File: config.mk
export PLATFORM = sky130hd
export DESIGN_NAME = elevator_dispatcher
export DESIGN_NICKNAME = d
export VERILOG_FILES = /design/src/rtl/elevator_pkg.sv /design/src/rtl/next_floor_sel.sv /design/src/rtl/elevator_dispatcher.sv
export SDC_FILE = /design/constraint.sdc
export NUM_CORES = 1
export LEC_CHECK = 0
export BUFFER_PORTS_ARGS = -buffer_cell sky130_fd_sc_hd__buf_2
export CORE_MARGIN = 10
export CORE_UTILIZATION = 40
export DETAILED_ROUTE_END_ITERATION = 10
export PLACE_DENSITY = 0.58
export RECOVER_POWER = 100
export SYNTH_ARGS = -nofsm -noshare
export SYNTH_HDL_FRONTEND = slang
export SYNTH_SLANG_ARGS = --single-unit
export TNS_END_PERCENT = 5
File: constraint.sdc
create_clock -name clk -period 2.1 [get_ports clk]
set_input_delay 0 -clock clk [delete_from_list [all_inputs] [get_ports clk]]
set_output_delay 0 -clock clk [all_outputs]
set_load 0.05 [all_outputs]
File: src/rtl/elevator_pkg.sv
// Shared floor encoding, controller state type and floor decode helper
// for the elevator dispatcher.
package elevator_pkg;

    localparam int FLOOR_W    = 2;
    localparam int NUM_FLOORS = 4;

    typedef enum logic [1:0] {
        IDLE,
        MOVING,
        DOOR_OPEN,
        FAULT
    } state_t;

    function automatic logic [NUM_FLOORS-1:0] floor_onehot(input logic [FLOOR_W-1:0] f);
        return NUM_FLOORS'(1) << f;
    endfunction

endpackage

File: src/rtl/next_floor_sel.sv
// Combinational SCAN target selector: keeps the travel direction while calls
// remain ahead of the car, otherwise reverses to the nearest call behind it.
module next_floor_sel
    import elevator_pkg::*;
(
    input  logic [NUM_FLOORS-1:0] pending_i,
    input  logic [FLOOR_W-1:0]    cur_floor_i,
    input  logic                  dir_up_i,
    output logic                  tgt_valid_o,
    output logic [FLOOR_W-1:0]    tgt_floor_o,
    output logic                  dir_next_o
);

    logic               up_found;
    logic               dn_found;
    logic [FLOOR_W-1:0] up_floor;
    logic [FLOOR_W-1:0] dn_floor;

    always_comb begin
        up_found    = 1'b0;
        dn_found    = 1'b0;
        up_floor    = '0;
        dn_floor    = '0;
        tgt_valid_o = 1'b0;
        tgt_floor_o = '0;
        dir_next_o  = dir_up_i;

        // Descending scan leaves the nearest call above; ascending the nearest below.
        for (int i = NUM_FLOORS - 1; i >= 0; i--) begin
            if (pending_i[i] && (i > int'(cur_floor_i))) begin
                up_found = 1'b1;
                up_floor = FLOOR_W'(i);
            end
        end
        for (int i = 0; i < NUM_FLOORS; i++) begin
            if (pending_i[i] && (i < int'(cur_floor_i))) begin
                dn_found = 1'b1;
                dn_floor = FLOOR_W'(i);
            end
        end

        if (dir_up_i) begin
            if (up_found) begin
                tgt_valid_o = 1'b1;
                tgt_floor_o = up_floor;
                dir_next_o  = 1'b1;
            end else if (dn_found) begin
                tgt_valid_o = 1'b1;
                tgt_floor_o = dn_floor;
                dir_next_o  = 1'b0;
            end
        end else begin
            if (dn_found) begin
                tgt_valid_o = 1'b1;
                tgt_floor_o = dn_floor;
                dir_next_o  = 1'b0;
            end else if (up_found) begin
                tgt_valid_o = 1'b1;
                tgt_floor_o = up_floor;
                dir_next_o  = 1'b1;
            end
        end
    end

endmodule

File: src/rtl/elevator_dispatcher.sv
// Latches call buttons, issues SCAN-ordered floor requests to the elevator,
// times the door dwell and flags a car that stops reporting progress.
module elevator_dispatcher
    import elevator_pkg::*;
#(
    parameter int DOOR_CYCLES  = 8,
    parameter int MOVE_TIMEOUT = 64
) (
    input  logic                  clk,
    input  logic                  emergency,
    input  logic [NUM_FLOORS-1:0] call_btn,
    input  logic [FLOOR_W-1:0]    cur_floor,
    output logic [FLOOR_W-1:0]    req_floor,
    output logic                  req_valid,
    output logic                  door_open,
    output logic                  dir_up,
    output logic [NUM_FLOORS-1:0] pending,
    output logic                  fault
);

    localparam int DT_W = $clog2(DOOR_CYCLES + 1);
    localparam int MT_W = $clog2(MOVE_TIMEOUT);
    localparam logic [DT_W-1:0] DOOR_LOAD = DT_W'(DOOR_CYCLES - 1);
    localparam logic [MT_W-1:0] MOVE_LAST = MT_W'(MOVE_TIMEOUT - 1);

    state_t                state_q;
    logic [NUM_FLOORS-1:0] pending_q, pending_d;
    logic [FLOOR_W-1:0]    req_floor_q;
    logic                  req_valid_q;
    logic                  door_open_q;
    logic                  dir_up_q;
    logic                  fault_q;
    logic [DT_W-1:0]       door_tmr_q;
    logic [MT_W-1:0]       move_tmr_q;
    logic [FLOOR_W-1:0]    cur_floor_q;

    logic                  arrive;
    logic                  enter_door;
    logic [NUM_FLOORS-1:0] clr;
    logic [NUM_FLOORS-1:0] btn_mask;
    logic                  tgt_valid;
    logic [FLOOR_W-1:0]    tgt_floor;
    logic                  dir_next;

    next_floor_sel u_sel (
        .pending_i   (pending_q),
        .cur_floor_i (cur_floor),
        .dir_up_i    (dir_up_q),
        .tgt_valid_o (tgt_valid),
        .tgt_floor_o (tgt_floor),
        .dir_next_o  (dir_next)
    );

    // The stop floor is cleared on door entry; presses at the open floor only re-open it.
    always_comb begin
        arrive     = (state_q == MOVING) && (cur_floor == req_floor_q);
        enter_door = arrive || ((state_q == IDLE) && pending_q[cur_floor]);
        clr        = enter_door ? floor_onehot(cur_floor) : '0;
        btn_mask   = (state_q == DOOR_OPEN) ? floor_onehot(cur_floor) : '0;
        pending_d  = (pending_q | (call_btn & ~btn_mask)) & ~clr;
    end

    always_ff @(posedge clk or posedge emergency) begin
        if (emergency) begin
            state_q     <= IDLE;
            pending_q   <= '0;
            req_floor_q <= '0;
            req_valid_q <= 1'b0;
            door_open_q <= 1'b0;
            dir_up_q    <= 1'b1;
            fault_q     <= 1'b0;
            door_tmr_q  <= '0;
            move_tmr_q  <= '0;
            cur_floor_q <= '0;
        end else begin
            pending_q   <= pending_d;
            cur_floor_q <= cur_floor;
            case (state_q)
                IDLE: begin
                    if (pending_q[cur_floor]) begin
                        state_q     <= DOOR_OPEN;
                        door_open_q <= 1'b1;
                        door_tmr_q  <= DOOR_LOAD;
                    end else if (tgt_valid) begin
                        state_q     <= MOVING;
                        req_floor_q <= tgt_floor;
                        req_valid_q <= 1'b1;
                        dir_up_q    <= dir_next;
                        move_tmr_q  <= '0;
                    end
                end
                MOVING: begin
                    if (arrive) begin
                        state_q     <= DOOR_OPEN;
                        req_valid_q <= 1'b0;
                        door_open_q <= 1'b1;
                        door_tmr_q  <= DOOR_LOAD;
                    end else if (move_tmr_q == MOVE_LAST) begin
                        state_q     <= FAULT;
                        req_valid_q <= 1'b0;
                        fault_q     <= 1'b1;
                    end else if (cur_floor != cur_floor_q) begin
                        move_tmr_q  <= '0;
                    end else begin
                        move_tmr_q  <= move_tmr_q + 1'b1;
                    end
                end
                DOOR_OPEN: begin
                    if (call_btn[cur_floor]) begin
                        door_tmr_q  <= DOOR_LOAD;
                    end else if (door_tmr_q == '0) begin
                        state_q     <= IDLE;
                        door_open_q <= 1'b0;
                    end else begin
                        door_tmr_q  <= door_tmr_q - 1'b1;
                    end
                end
                FAULT: begin
                    req_valid_q <= 1'b0;
                    door_open_q <= 1'b0;
                    fault_q     <= 1'b1;
                end
                default: state_q <= IDLE;
            endcase
        end
    end

    assign req_floor = req_floor_q;
    assign req_valid = req_valid_q;
    assign door_open = door_open_q;
    assign dir_up    = dir_up_q;
    assign pending   = pending_q;
    assign fault     = fault_q;

endmodule
==> results.txt <==
* Total of flip-flops plus latches after synthesis: 24
- H-tree Lvls: 1
* Synthesized area per cell: 9.23 um^2
- Setup repair after global routing left no endpoint under its margin.
- HPWL Detailed: 2.85 mm
- After layout, the minimum clock period comes to 1.95 ns.
- Pin count of the biggest net entering global routing: 16
- Post-place setup slack: 0.144 ns
* Area of the multi-input gates: 847 um^2
* Setup TNS: 0 ns
- Worst path slowest cell: sky130_fd_sc_hd__mux4_2
- Number of enable-type register cells in the synthesized netlist: 0
* Antenna violations before repair: 0
* Hold Violations, Final: 0
- Excluding fillers, the count of instances in the completed layout stands at 244.
- Data on the critical path is required at its endpoint by 2.23 ns.
- Core area: 0.00369 mm^2
- Summed over all layers, the routed wires come to 3.66 mm.
* Height of the die: 82.1 um
- Among all flip-flop cells after synthesis, the most frequent one is sky130_fd_sc_hd__dfrtp_1.
- Antenna Cells: 0
- Tightest Hold Check Type: in -> reg
- The clock passes through at most 2 buffers.
- Of the cells placed in the final design, the portion with a size suffix greater than 1 is 14.3%.
- By area the synthesized netlist is led by sky130_fd_sc_hd__dfrtp_1, sky130_fd_sc_hd__o21ai_0, sky130_fd_sc_hd__ha_1, sky130_fd_sc_hd__nor2_1, sky130_fd_sc_hd__inv_1.
* Slew at the pin closest to its max-slew limit: 0.613 ns
- Clk_lat worst skew: 0.26 ns
* Buffers plus inverters on the worst setup path: 1
- By instance count, the leading cell after synthesis is sky130_fd_sc_hd__dfrtp_1.
- CTS saw 24 sinks.
- Number of buffers added by the clock tree synthesis step: 3
* Layout filler cell count: 369
- After synthesis, the largest area contributor takes up 37.3% of total cell area.
- Maximum fanout along the worst path: 5
* Post-synthesis sequential area ratio: 39.0%
* Remaining DRCs: 0
- The die covers 0.00674 mm^2.
- CTS placed an instance of sky130_fd_sc_hd__clkbuf_8 at the clock tree root.
- Global routing consumed, over all layers together, 11.8% of the routing resources.
- Overflow after GRT: 0
- Number of violations of the max-capacitance limit: 0
* Timing-limited maximum frequency: 512 MHz
* Unique masters post-synth: 42
- Final Skew: 0.00953 ns
- In this run the tool buffered the top-level ports with 17 buffer cells.
- DP Cell Count: 236
* Remaining max-slew budget at the tightest pin: 59.1%
- Data arrival at the endpoint of the critical path: 2.08 ns
* Average wire length per cell after detail routing: 15.0 um
- Across all register-to-register paths, the minimum setup slack is 0.15 ns.
* Synth area leader: sky130_fd_sc_hd__dfrtp_1
* Status: completed
* Setup crit end kind: register
- Synthesis-to-layout area growth: 16.2%
- For this run, asynchronously set or reset flops after synthesis account for 100%.
- Total power density per cell area: 1330 mW/mm^2
* Category of the critical setup timing path: reg -> reg
- DRT Pass-1 Iters: 4
- Vias in the first global route: 1,371
- After technology mapping, the gate count stands at 167.
* Final Wtd Congestion: 0.839
- Yosys printed 0 warnings.
- Ranked by instance count, the synthesized netlist is headed by sky130_fd_sc_hd__dfrtp_1, sky130_fd_sc_hd__o21ai_0, sky130_fd_sc_hd__nor2_1.
- Final Net Count: 212
* Number of failing setup endpoints in the final timing report: 0
- The number of setup buffers added after CTS is 0.
- Share of the cycle needed by the critical path after routing: 93.0%
- Clock tree from TritonCTS: built
* Die width: 82.1 um
- Sort of element at the start of the critical path: register
* Lkg Pwr: 0.781 nW
* Detailed router's first-iteration violation count: 93
- Initial cell density of the core: 41.8%
- Post-route antenna net violation count: 0
- Mapped Nets: 182
- Vias/cell: 5.63
- Maximum vdd ir drop: 0.835 mV
- The first global-routing pass estimated 6.42 mm of wire.
* Post-CTS clock slew at the launch and capture registers of the worst setup and hold paths: 0.09 ns
* Critical path's top delay family: compound AO/OA/AOI/OAI gates
- Row count: 22
- PnR worst setup slack: 0.147 ns
- In this run the cell area of the synthesized design comes to 0.00154 mm^2.
* Sequential cell area in the final layout: 604 um^2
- The signal on the critical path passes through mux4_2 > o31a_1 > buf_4 > o31ai_1 > o21ai_0.
* Slowest stage delay, CP: 0.52 ns
- DR vias: 1,373
- Count of final max-slew check failures: 0
- For this design the top-level I/O count stands at 18.
## logic make-up (layout without fill, tap and decap cells)
kind of cell	count (synthesis)	count (layout)	share of synthesized area [%]
and+or+nand+nor	46	46	15.2
DFF	24	24	39.0
muxes	8	8	7.22
AOI/OAI and AO/OA	57	57	24.4
adders and majority gates	7	7	5.68
buffers and inverters	21	50	6.17
xor gates and xnor gates	4	4	2.27
## cells in the final DEF (no fill, tap or decap), types with 3 or more instances in the layout
| cell type | instances |
|---|---|
| sky130_fd_sc_hd__ha_1 | 7 |
| sky130_fd_sc_hd__mux2i_1 | 4 |
| sky130_fd_sc_hd__nand2b_1 | 6 |
| sky130_fd_sc_hd__dfrtp_1 | 21 |
| sky130_fd_sc_hd__clkbuf_8 | 3 |
| sky130_fd_sc_hd__buf_2 | 6 |
| sky130_fd_sc_hd__buf_4 | 8 |
| sky130_fd_sc_hd__a31oi_1 | 8 |
| sky130_fd_sc_hd__nand2_1 | 7 |
| sky130_fd_sc_hd__xnor2_1 | 4 |
| sky130_fd_sc_hd__o31ai_1 | 6 |
| sky130_fd_sc_hd__clkbuf_1 | 15 |
| sky130_fd_sc_hd__a21boi_0 | 3 |
| sky130_fd_sc_hd__and3_1 | 3 |
| sky130_fd_sc_hd__inv_1 | 14 |
| sky130_fd_sc_hd__a21oi_1 | 4 |
| sky130_fd_sc_hd__nand3_1 | 6 |
| sky130_fd_sc_hd__nor2_1 | 15 |
| sky130_fd_sc_hd__o2bb2ai_1 | 3 |
| sky130_fd_sc_hd__o21ai_0 | 20 |
| sky130_fd_sc_hd__dlygate4sd3_1 | 4 |
## routing by layer
layer,vias to the layer above,GRT usage [%],share of wire (%)
li1,667,-,-
met4,0,2.55,0.41
met5,-,0,0
met3,2,2.29,3.4
met2,26,20.2,51
met1,678,14.9,45
## registers in the layout, summed over array words and instances, names as in the netlist
| signal | cells |
|---|---|
| door_open | 1 |
| fault | 1 |
| cur_floor_q | 2 |
| dir_up | 1 |
| move_tmr_q | 6 |
| door_tmr_q | 4 |
| pending | 4 |
| req_floor | 2 |
| state_q | 2 |
| req_valid | 1 |
## worst register-to-register path, stage by stage, from the launching register on
cell and delay, ns:
sky130_fd_sc_hd__dfrtp_2 0.42, sky130_fd_sc_hd__mux4_2 0.52, sky130_fd_sc_hd__o31a_1 0.33, sky130_fd_sc_hd__buf_4 0.16, sky130_fd_sc_hd__o31ai_1 0.26, sky130_fd_sc_hd__o21ai_0 0.13
## timing repair
| action | in CTS | in global routing |
|---|---|---|
| endpoints found under the hold margin | 17 | 0 |
| gates resized for setup | 0 | 1 |
| hold buffers | 4 | 0 |
| setup endpoints to repair | 0 | 5 |
## report_power, final
| part | internal (mW) | switching [mW] |
|---|---|---|
| Clock | 0.135 | 0.141 |
| Combinational | 0.481 | 0.937 |
| Sequential | 0.597 | 0.0983 |
## per-stage QoR
| step | util [%] | hold WS (ns) | instance area (um^2) | total power, mW |
|---|---|---|---|---|
| 2_1_floorplan | - | 0.0137 | 1550 | 1.78 |
| 3_3_place_gp | 46.9 | 0.0724 | 1730 | 2.10 |
| 3_5_place_dp | 46.9 | 0.0870 | 1730 | 2.14 |
| 4_1_cts | 49.2 | 0.0131 | 1810 | 2.42 |
| 5_1_grt | 48.6 | 0.0296 | 1790 | 2.59 |
| 6_report | 48.6 | 0.0164 | 1790 | 2.39 |
## path summary, 6_finish.rpt
path                             start            end  cells past startpoint
setup reg to reg            pending[3]  move_tmr_q[3]                      5
hold reg to reg                  fault          fault                      1
min in group asynchronous    emergency  door_tmr_q[2]                      3
hold / removal             call_btn[2]     pending[2]                      3
setup / recovery            pending[3]  move_tmr_q[3]                      5
max in group asynchronous    emergency     pending[1]                      4
## layout make-up
| class | instances | share of cell area, % |
|---|---|---|
| clock buffer | 4 | 2.51 |
| timing repair buffer | 32 | 10.2 |
| multi-input combinational | 122 | 47.3 |
| sequential | 24 | 33.7 |
| tap | 48 | 3.35 |
| inverter | 14 | 2.93 |
(Power assumes the default switching activity.)
